### src/rtl/multicycle_ctrl_fsm.sv
// Multi-cycle MIPS control sequencer: steps the shared datapath through
// fetch/decode/execute/memory/writeback and counts retired instructions.
module multicycle_ctrl_fsm #(
    parameter int CNT_W = 32
) (
    input  logic             clk,
    input  logic             rst,
    input  logic [5:0]       op_code,
    input  logic [5:0]       funct,
    input  logic             mem_ready,
    output logic             PCWrite,
    output logic             PCWriteCond,
    output logic             IorD,
    output logic             MemRead,
    output logic             MemWrite,
    output logic             IRWrite,
    output logic             RegWrite,
    output logic             ALUSrcA,
    output logic             ZeroExt,
    output logic [1:0]       ALUSrcB,
    output logic [1:0]       ALUOp,
    output logic [1:0]       PCSource,
    output logic [1:0]       MemtoReg,
    output logic [1:0]       RegDst,
    output logic             instr_done,
    output logic             illegal_op,
    output logic [CNT_W-1:0] instr_count
);

    typedef enum logic [3:0] {
        S_FETCH  = 4'd0,  S_DECODE = 4'd1,  S_MEMADR = 4'd2,  S_MEMRD = 4'd3,
        S_MEMWB  = 4'd4,  S_MEMWR  = 4'd5,  S_RTEXEC = 4'd6,  S_RTWB  = 4'd7,
        S_IEXEC  = 4'd8,  S_IWB    = 4'd9,  S_BEQ    = 4'd10, S_JAL   = 4'd11,
        S_JR     = 4'd12, S_ERROR  = 4'd15
    } state_e;

    localparam logic [5:0] OP_RTYPE = 6'b000000;
    localparam logic [5:0] OP_LW    = 6'b100011;
    localparam logic [5:0] OP_SW    = 6'b101011;
    localparam logic [5:0] OP_ADDI  = 6'b001000;
    localparam logic [5:0] OP_ANDI  = 6'b001100;
    localparam logic [5:0] OP_BEQ   = 6'b000100;
    localparam logic [5:0] OP_JAL   = 6'b000011;
    localparam logic [5:0] FN_JR    = 6'b001000;

    // fetch/memwr flags feed the mem_ready-qualified (Mealy) strobes
    typedef struct packed {
        logic       pc_write;
        logic       pc_write_cond;
        logic       ior_d;
        logic       mem_read;
        logic       mem_write;
        logic       reg_write;
        logic       alu_src_a;
        logic       zero_ext;
        logic [1:0] alu_src_b;
        logic [1:0] alu_op;
        logic [1:0] pc_source;
        logic [1:0] mem_to_reg;
        logic [1:0] reg_dst;
        logic       done;
        logic       illegal;
        logic       fetch;
        logic       memwr;
    } ctrl_t;

    state_e           state_q, state_d;
    logic             run_q;
    ctrl_t            ctrl_q, ctrl_d;
    logic [CNT_W-1:0] count_q;

    // Next-state selection; run_q holds FETCH for the edge that ends reset
    always_comb begin
        state_d = state_q;
        if (!run_q) begin
            state_d = S_FETCH;
        end else begin
            case (state_q)
                S_FETCH:  state_d = mem_ready ? S_DECODE : S_FETCH;
                S_DECODE: begin
                    case (op_code)
                        OP_LW, OP_SW:     state_d = S_MEMADR;
                        OP_RTYPE:         state_d = (funct == FN_JR) ? S_JR : S_RTEXEC;
                        OP_ADDI, OP_ANDI: state_d = S_IEXEC;
                        OP_BEQ:           state_d = S_BEQ;
                        OP_JAL:           state_d = S_JAL;
                        default:          state_d = S_ERROR;
                    endcase
                end
                S_MEMADR: state_d = (op_code == OP_SW) ? S_MEMWR : S_MEMRD;
                S_MEMRD:  state_d = mem_ready ? S_MEMWB : S_MEMRD;
                S_MEMWR:  state_d = mem_ready ? S_FETCH : S_MEMWR;
                S_RTEXEC: state_d = S_RTWB;
                S_IEXEC:  state_d = S_IWB;
                S_MEMWB, S_RTWB, S_IWB, S_BEQ, S_JAL, S_JR: state_d = S_FETCH;
                S_ERROR:  state_d = S_ERROR;
                default:  state_d = S_ERROR;
            endcase
        end
    end

    // Moore decode of the upcoming state, so outputs leave a register
    always_comb begin
        ctrl_d = '0;
        case (state_d)
            S_FETCH: begin
                ctrl_d.mem_read  = 1'b1;
                ctrl_d.alu_src_b = 2'b01;
                ctrl_d.fetch     = 1'b1;
            end
            S_DECODE: ctrl_d.alu_src_b = 2'b11;
            S_MEMADR: begin
                ctrl_d.alu_src_a = 1'b1;
                ctrl_d.alu_src_b = 2'b10;
            end
            S_MEMRD: begin
                ctrl_d.mem_read = 1'b1;
                ctrl_d.ior_d    = 1'b1;
            end
            S_MEMWB: begin
                ctrl_d.reg_write  = 1'b1;
                ctrl_d.mem_to_reg = 2'b01;
                ctrl_d.done       = 1'b1;
            end
            S_MEMWR: begin
                ctrl_d.mem_write = 1'b1;
                ctrl_d.ior_d     = 1'b1;
                ctrl_d.memwr     = 1'b1;
            end
            S_RTEXEC: begin
                ctrl_d.alu_src_a = 1'b1;
                ctrl_d.alu_op    = 2'b10;
            end
            S_RTWB: begin
                ctrl_d.reg_write = 1'b1;
                ctrl_d.reg_dst   = 2'b01;
                ctrl_d.done      = 1'b1;
            end
            S_IEXEC: begin
                ctrl_d.alu_src_a = 1'b1;
                ctrl_d.alu_src_b = 2'b10;
                if (op_code == OP_ANDI) begin
                    ctrl_d.alu_op   = 2'b11;
                    ctrl_d.zero_ext = 1'b1;
                end else begin
                    ctrl_d.alu_op   = 2'b00;
                    ctrl_d.zero_ext = 1'b0;
                end
            end
            S_IWB: begin
                ctrl_d.reg_write = 1'b1;
                ctrl_d.done      = 1'b1;
            end
            S_BEQ: begin
                ctrl_d.alu_src_a     = 1'b1;
                ctrl_d.alu_op        = 2'b01;
                ctrl_d.pc_write_cond = 1'b1;
                ctrl_d.pc_source     = 2'b01;
                ctrl_d.done          = 1'b1;
            end
            S_JAL: begin
                ctrl_d.pc_write   = 1'b1;
                ctrl_d.pc_source  = 2'b10;
                ctrl_d.reg_write  = 1'b1;
                ctrl_d.reg_dst    = 2'b10;
                ctrl_d.mem_to_reg = 2'b10;
                ctrl_d.done       = 1'b1;
            end
            S_JR: begin
                ctrl_d.pc_write  = 1'b1;
                ctrl_d.pc_source = 2'b11;
                ctrl_d.done      = 1'b1;
            end
            S_ERROR: ctrl_d.illegal = 1'b1;
            default: ctrl_d = '0;
        endcase
    end

    // State, registered controls and retired-instruction counter
    always_ff @(posedge clk or posedge rst) begin
        if (rst) begin
            state_q <= S_FETCH;
            run_q   <= 1'b0;
            ctrl_q  <= '0;
            count_q <= '0;
        end else begin
            state_q <= state_d;
            run_q   <= 1'b1;
            ctrl_q  <= ctrl_d;
            if (instr_done) begin
                count_q <= count_q + CNT_W'(1);
            end
        end
    end

    assign PCWrite     = ctrl_q.pc_write | (ctrl_q.fetch & mem_ready);
    assign PCWriteCond = ctrl_q.pc_write_cond;
    assign IorD        = ctrl_q.ior_d;
    assign MemRead     = ctrl_q.mem_read;
    assign MemWrite    = ctrl_q.mem_write;
    assign IRWrite     = ctrl_q.fetch & mem_ready;
    assign RegWrite    = ctrl_q.reg_write;
    assign ALUSrcA     = ctrl_q.alu_src_a;
    assign ZeroExt     = ctrl_q.zero_ext;
    assign ALUSrcB     = ctrl_q.alu_src_b;
    assign ALUOp       = ctrl_q.alu_op;
    assign PCSource    = ctrl_q.pc_source;
    assign MemtoReg    = ctrl_q.mem_to_reg;
    assign RegDst      = ctrl_q.reg_dst;
    assign instr_done  = ctrl_q.done | (ctrl_q.memwr & mem_ready);
    assign illegal_op  = ctrl_q.illegal;
    assign instr_count = count_q;

endmodule

### config.mk
export PLATFORM = sky130hd
export DESIGN_NAME = multicycle_ctrl_fsm
export DESIGN_NICKNAME = d
export VERILOG_FILES = /design/src/rtl/multicycle_ctrl_fsm.sv
export SDC_FILE = /design/constraint.sdc
export NUM_CORES = 1
export LEC_CHECK = 0
export CAP_MARGIN = 0
export CORE_ASPECT_RATIO = 1.1
export CORE_MARGIN = 4
export CORE_UTILIZATION = 53
export CTS_CLUSTER_DIAMETER = 100
export DETAILED_ROUTE_END_ITERATION = 10
export GPL_ROUTABILITY_DRIVEN = 0
export GPL_TIMING_DRIVEN = 0
export PLACE_DENSITY = 0.85
export SETUP_SLACK_MARGIN = 0.2
export SYNTH_ARGS = -nofsm -noshare
export SYNTH_HDL_FRONTEND = slang
export SYNTH_SLANG_ARGS = --single-unit
### constraint.sdc
create_clock -name clk -period 6.4 [get_ports clk]
set_input_delay 0.96 -clock clk [delete_from_list [all_inputs] [get_ports clk]]
set_output_delay 0.96 -clock clk [all_outputs]
set_load 0.05 [all_outputs]
# Yosys cells after proc, flatten, opt, wreduce, memory -nomap -nowiden
# Cells that the tools add are included.
dict set report word_totals {
  register_bits 58
  in_bits 15
  out_inout_bits 53
  mem_bits_rw 0
  rom_bits 0
  word_cells 95
  n_memories 0
  latch_bits 0
}
dict set report op_classes {
  reduce_logical 13
  n_shift 0
  div 0
  n_eq_ne 32
  mul 0
  addsub 1
  magnitude_cmp 0
  bitwise_logic 4
  n_mux 26
}
# cell n
set op_table {}
lappend op_table {{4-bit equality test (second input constant)} 11}
lappend op_table {{32-bit by 1-bit adder with 32-bit output (second input constant)} 1}
lappend op_table {{4-bit by 3-bit equality test with 1-bit output (second input constant)} 8}
lappend op_table {{4-bit one-hot mux with 8 select lines} 1}
lappend op_table {{4-bit one-hot mux with 5 select lines} 1}
lappend op_table {{6-bit by 4-bit equality test with 1-bit output (second input constant)} 3}
lappend op_table {{2-bit one-hot mux with 3 select lines} 3}
lappend op_table {{4-bit by 2-bit equality test with 1-bit output (second input constant)} 4}
lappend op_table {{1-bit 2-to-1 mux} 13}
lappend op_table {{6-bit equality test (second input constant)} 2}
lappend op_table {{2-bit OR reduction} 6}
lappend op_table {{6-bit OR reduction} 2}
lappend op_table {{3-bit 2-to-1 mux} 3}
lappend op_table {{4-bit by 1-bit equality test with 1-bit output (second input constant)} 2}
lappend op_table {{4-bit zero test} 2}
lappend op_table {{4-bit 2-to-1 mux} 2}
lappend op_table {{2-bit one-hot mux with 2 select lines} 2}
lappend op_table {{4-bit OR reduction} 2}
lappend op_table {{6-bit by 2-bit equality test with 1-bit output (second input constant)} 1}
lappend op_table {{6-bit by 3-bit equality test with 1-bit output (second input constant)} 1}
lappend op_table {{6-bit zero test} 1}
lappend op_table {{1-bit AND} 2}
lappend op_table {{2-bit 2-to-1 mux} 1}
lappend op_table {{1-bit OR} 2}

# Depth between registers and ports, before layout
# Gate-level depths: netlist of run 1.
dict set report logic_depth {
  depth_word 8
  depth_mapped 8
  mapped_depth_nobuf 6
}

# Worst setup path before layout of run 1
# OpenSTA, ideal clock, no wires.
dict set report synth_path {
  kind {in2reg}
  startpoint {input op_code[0]}
  endpoint {register ctrl_q, in the netlist RegWrite}
  setup_ps 103
  cell_stages 7
  n_path_buf 1
  path_slack_ps 3585
  t_required_ps 6297
  arrival_ps 2712
  cell_sequence {or3_1 > a2111o_1 > o2111a_2 > or3_4 > buf_6 > and2_4 > o41ai_2}
}
# item line_no
set synth_rtl {}
lappend synth_rtl {{start: declaration} 8} ;# input logic [5:0] op_code,
lappend synth_rtl {{end signal: assignment} 189} ;# ctrl_q <= ctrl_d;
lappend synth_rtl {{end: declaration} 69} ;# ctrl_t ctrl_q, ctrl_d;

# Worst setup path after layout of run 1
dict set report layout_path {
  startpoint {input mem_ready}
  endpoint {output instr_done}
}
dict set report layout_via {
  elab_chain_len 2
}
# item line_no
set layout_lines {}
lappend layout_lines {{start: declaration} 10} ;# input logic mem_ready,
lappend layout_lines {{1-bit AND} 210} ;# assign instr_done = ctrl_q.done | (ctrl_q.memwr & mem_ready);
lappend layout_lines {{1-bit OR} 210}
lappend layout_lines {{end: declaration} 25} ;# output logic instr_done,
# Every way passes these cells.

==> results_dict.tcl, run 1 <==
set metrics [dict create \
    outcome "finished, final reports clean" \
    ios 68 \
    firstDrtPassIters 4 \
    worstSetupPathType "primary input to output port" \
    crit_path_end_kind "output port" \
    clk_latency_ns 0.32 \
    cts_setup_buffers 0 \
    worstPathCellList "clkdlybuf4s50_1, a21oi_1, inv_1, clkdlybuf4s50_1" \
    drt_iter0_markers 124 \
    drv_cap 0 \
    grt_max_degree 47 \
    die_w_um 77.1 \
    viasPerCell 5.49 \
    hpwlAfterDp_um 4480 \
    placed_cell_area_um2 3540 \
    min_period_ns 3.95 \
    post_synth_and_or_nand_nor_area_fraction_pct 21.8 \
    synthMuxAreaShare_pct 0 \
    crit_path_max_incr_delay_ns 0.74 \
    cts-root-buf "clkbuf_8" \
    h-tree-depth 3 \
    finalHoldViolations 0 \
    grt_overflow_total 0 \
    clock.fmax_mhz 253 \
    cts.path.max_buffers 2 \
    p_leak_uw 0.00162 \
    synth_enable_flop_cells 0 \
    routed_wl_um 5970 \
    drc 0 \
    core-area_um2 5030 \
    path_clk_slew_ns 0.06 \
    ir_drop_v 0.000284 \
    final_cell_mix "clkdlybuf4s50_1 (67), dfrtp_1 (57), nand2_1 (28)" \
    ctsResizeCount 0 \
    final_common_cell "clkdlybuf4s50_1" \
    ys_warn_count 0 \
    nets 362 \
    die_area_um2 6470 \
    p_total_uw 1450 \
    ys_seq_area_share_pct 51.3 \
    preCtsSetupSlack_ns 2.46 \
    antenna_cells 0 \
    start_util_pct 55.3 \
    fp-row-count 27 \
    grt_use_total_pct 20.5 \
    ant_nets 0 \
    crit_fanout 7 \
    synth_compound_area_share_pct 10.8 \
    fin_skew_ns 0.0107 \
    cpMostUsedCell "clkdlybuf4s50_1" \
    setup_viol 0 \
    crit_required_ns 5.44 \
    start_kind "primary input" \
    drive_gt1_share_pct 12.3 \
    multi_input_area_um2 1210 \
    cts_tree "yes" \
    hold_class "flop to flop" \
    synth_xor_xnor_area_share_pct 10.1 \
    syn_nets 283 \
    dp_cells 393 \
    wl_per_cell_um 14.6 \
    fin_ws_ns 2.45 \
    synthAdderAreaFrac_pct 0.810 \
    slowest_stage "clkdlybuf4s50_1" \
    numCtsBuffers 9 \
    seqCellArea_um2 1430 \
    cp.arrival_ns 2.99 \
    power.density_nw_per_um2 391 \
    grt_pass1_wl_um 10400 \
    cts_sinks 57 \
    syn_avg_cell_area_um2 10.4 \
    slew_headroom_pct 47.8 \
    synth_top_family_by_area "simple AND/OR/NAND/NOR gates" \
    syn-instance-count 267 \
    antenna_found_initial 0 \
    fin_crit_sh_pct 61.8 \
    grt_pass1_vias 2211 \
    rsz0062_at_grt "no" \
    drv_slew 0 \
    ctsHoldBuffers 0 \
    worst_slew_pin_slew_ns 0.776 \
    ys_ff_latch 57 \
    vias 2246 \
    synthArstFlopShare_pct 100 \
    fillCellCount 350 \
    fin_setup_tns_ns 0 \
    synth_area_um2 2780 \
    synth.distinct_cells 52 \
    fin_area_um2 3720 \
    finalNonFillerCells 409 \
    synthToLayoutAreaGrowth_pct 33.7 \
    port_buffers 67 \
    die_h_um 84.0 \
    synth_ff_type "dfrtp_1" \
]
[path summary, 6_finish.rpt]
check	from	endpoint	slack (ns)	cells past startpoint
max	mem_ready	instr_done	2.45	4
min	instr_count[31]	instr_count[31]	0.49	1
max reg2reg	instr_count[2]	instr_count[26]	3.95	6
min reg2reg	instr_count[31]	instr_count[31]	0.49	1
max in group asynchronous	rst	illegal_op	5.00	3
min in group asynchronous	rst	instr_count[21]	0.89	2
[kinds of logic (layout without fill, tap and decap cells)]
kind of cell             Yosys count  in the layout
other                              1              1
AO/OA/AOI/OAI                     38             38
AND/OR/NAND/NOR                  116            116
XOR/XNOR                          32             32
buffers and inverters             21            105
adder cells (fa/ha/maj)            2              2
flip-flops                        57             57
[registers in the layout, summed over array words and instances, names as in the netlist, 2 cells and up]
signal and flops:
state_q 4, ALUSrcB 2, instr_count 32, MemtoReg 2, ctrl_q 4, PCSource 2
ALUOp 2
[routing by layer]
layer | routed length, um | up-vias | share of wire (%) | track usage (%)
li1 | - | 1102 | - | -
met5 | 0 | - | 0 | 0
met3 | 305 | 8 | 5.1 | 6.05
met2 | 3130 | 66 | 52 | 34.3
met4 | 80 | 0 | 1.3 | 8.90
met1 | 2450 | 1070 | 41 | 24.3
[power breakdown]
group	switching (uW)	internal [uW]
sequential	34.2	415
combinational	458	260
clock	127	160
total	619	834
[per-stage QoR]
stage | utilization, % | hold WS [ns]
3_5_place_dp | 70.4 | 0.471
6_report | 73.9 | 0.488
5_1_grt | 73.9 | 0.512
4_1_cts | 73.9 | 0.484
3_3_place_gp | 70.0 | 0.468
2_1_floorplan | - | 0.515
[cell usage after synthesis (2+ instances only)]
cell type / count / area [um^2]
nor2_1: 24 / 90.1
inv_1: 7 / 26.3
buf_6: 2 / 22.5
and2_1: 3 / 18.8
nor4b_1: 3 / 26.3
dfrtp_1: 57 / 1430
nor3_1: 11 / 55.1
xnor2_1: 23 / 201
nand3_1: 12 / 60.1
o21ai_0: 6 / 30.0
nor3b_1: 2 / 15.0
a21oi_1: 7 / 35.0
or4_1: 2 / 15.0
and4_1: 3 / 26.3
buf_4: 10 / 75.1
or2_2: 3 / 18.8
o21a_1: 3 / 22.5
o31ai_1: 3 / 22.5
xor2_1: 9 / 78.8
o211ai_1: 2 / 15.0
nand2_1: 28 / 105
or3_1: 3 / 18.8
nand4_1: 13 / 81.3
a211oi_1: 3 / 22.5
[critical path: cells and delay by family]
| family | cells | cell delay [ns] |
|---|---|---|
| buffers and inverters | 3 | 1.48 |
| AOI/OAI and AO/OA | 1 | 0.55 |
[layout make-up]
cell class              count  area share [%]
flip-flops and latches     57            38.4
multi-input cells         189            32.6
repair buffers             68            18.6
clock buffers              13            4.27
plain buffers              14            3.13
well taps                  58            1.95
inverters                   7           0.707
clock inverters             3           0.404
(Power assumes the default switching activity.)
==> run 2: changes to the inputs <==
Settings changed: CORE_UTILIZATION 53 to 45, PLACE_DENSITY 0.85 to 0.77.
Clock period 6.4 ns to 3.2 ns, I/O delays scaled along.
==> results_dict.tcl, run 2 (synthesized netlist as in run 1, its figures left out) <==
set metrics [dict create \
    crit_required_ns 2.72 \
    ir_drop_v 0.000521 \
    largest_reg_flops 32 \
    cts_tree "yes" \
    power.density_nw_per_um2 783 \
    worst_slew_pin_slew_ns 0.702 \
    p_leak_uw 0.00163 \
    start_kind "primary input" \
    numCtsBuffers 9 \
    vias 2283 \
    h-tree-depth 3 \
    hp-start "instr_count[31]" \
    r2r_cells 6 \
    die_h_um 90.5 \
    drv_cap 0 \
    die_w_um 83.0 \
    postLayoutCoreUtil_pct 64.2 \
    drive_gt1_share_pct 13.1 \
    setup_viol 0 \
    rsz0062_at_grt "no" \
    path_clk_slew_ns 0.06 \
    cts_setup_buffers 0 \
    drt_iter0_markers 87 \
    hpwlAfterDp_um 4500 \
    dp_cells 412 \
    finalNonFillerCells 428 \
    core-area_um2 5880 \
    grt_use_total_pct 16.3 \
    ios 68 \
    fin_skew_ns 0.00935 \
    r2r_start "instr_count[2]" \
    slew_headroom_pct 52.7 \
    clock.fmax_mhz 354 \
    worstSetupPathType "primary input to output port" \
    fin_setup_tns_ns 0 \
    crit_fanout 7 \
    fin_area_um2 3770 \
    reg2reg_slack_ns 0.91 \
    drv_slew 0 \
    cts-root-buf "clkbuf_8" \
    final_common_cell "clkdlybuf4s50_1" \
    fillCellCount 488 \
    viasPerCell 5.33 \
    fin_crit_sh_pct 88.2 \
    finalHoldViolations 0 \
    cts.path.max_buffers 2 \
    p_int_uw 1710 \
    r2r_end "instr_count[26]" \
    switchingPower_uw 1240 \
    ant_nets 0 \
    p_seq_share_pct 30.6 \
    hold_class "flop to flop" \
    antenna_cells 0 \
    hold_depth 1 \
    cts_sinks 57 \
    grt_overflow_total 0 \
    firstDrtPassIters 4 \
    switching_share_pct 42.0 \
    min_period_ns 2.82 \
    clk_latency_ns 0.33 \
    outcome "finished, final reports clean" \
    placed_cell_area_um2 3570 \
    nets 362 \
    port_buffers 67 \
    cp.arrival_ns 2.34 \
    start_util_pct 47.3 \
    drc 0 \
    grt_max_degree 31 \
    p_clk_share_pct 21.2 \
    wl_per_cell_um 14.1 \
    synthToLayoutAreaGrowth_pct 35.6 \
    routed_wl_um 6010 \
    fp-row-count 29 \
    grt_pass1_wl_um 9890 \
    final_cell_mix "clkdlybuf4s50_1 (67), dfrtp_1 (57), nand2_1 (28)" \
    crit_path_end_kind "output port" \
    antenna_found_initial 0 \
    hold_end "instr_count[31]" \
    grt_pass1_vias 2166 \
    die_area_um2 7500 \
    p_comb_share_pct 48.2 \
]
## run 2: worst max path at each step
stage | from | endpoint | slack [ns]
after CTS | mem_ready | instr_count[26] | 0.37
after global routing | mem_ready | instr_done | 0.28
after global placement | mem_ready | instr_count[26] | -0.03
after detailed placement | mem_ready | instr_count[30] | -0.09
after floorplan | instr_count[3] | instr_count[26] | 0.78
final | mem_ready | instr_done | 0.38
## run 2: through the flow
stage / power [uW] / hold slack [ns] / setup slack [ns]
2_1_floorplan: 1950 / 0.515 / 0.777
3_5_place_dp: 2330 / 0.467 / -0.0902
4_1_cts: 2970 / 0.479 / 0.374
6_report: 2950 / 0.479 / 0.378
5_1_grt: 3130 / 0.487 / 0.281
3_3_place_gp: 2310 / 0.478 / -0.0268
## run 2: power groups by stage
stage                     combinational, uW  sequential, uW  clock (uW)
after global placement                 1400             910           0
after global routing                   1540             918         673
after floorplan                         889            1070           0
final                                  1420             904         627
after CTS                              1420             904         642
after detailed placement               1420             914           0
## run 2: worst max-delay path, stage by stage
cell             delay, ns
clkdlybuf4s50_1       0.56
a21oi_2               0.42
inv_1                 0.15
clkdlybuf4s50_1       0.73
## run 2: final cells by class
class	count	area, um^2	area share (%)
sequential	57	1430	37.8
timing repair buffer	68	691	18.3
multi-input combinational	189	1220	32.4
inverter	7	26.3	0.697
clock buffer	14	183	4.84
clock inverter	2	10.0	0.265
tap	77	96.3	2.55
buffer	14	116	3.09
## run 2: what timing repair did
| item | 4_1_cts | 5_1_grt |
|---|---|---|
| resized for setup | 1 | 1 |
| endpoints found under the setup margin | 1 | 2 |
| hold buffers | 0 | 0 |
| cloned | 0 | 0 |
## run 2: layer usage
| layer | wire, um | GRT usage (%) | vias up |
|---|---|---|---|
| met5 | 0 | 0 | - |
| met4 | 96 | 6.54 | 0 |
| met3 | 341 | 4.38 | 11 |
| met2 | 3000 | 27.4 | 70 |
| met1 | 2570 | 19.8 | 1101 |
| li1 | - | - | 1101 |
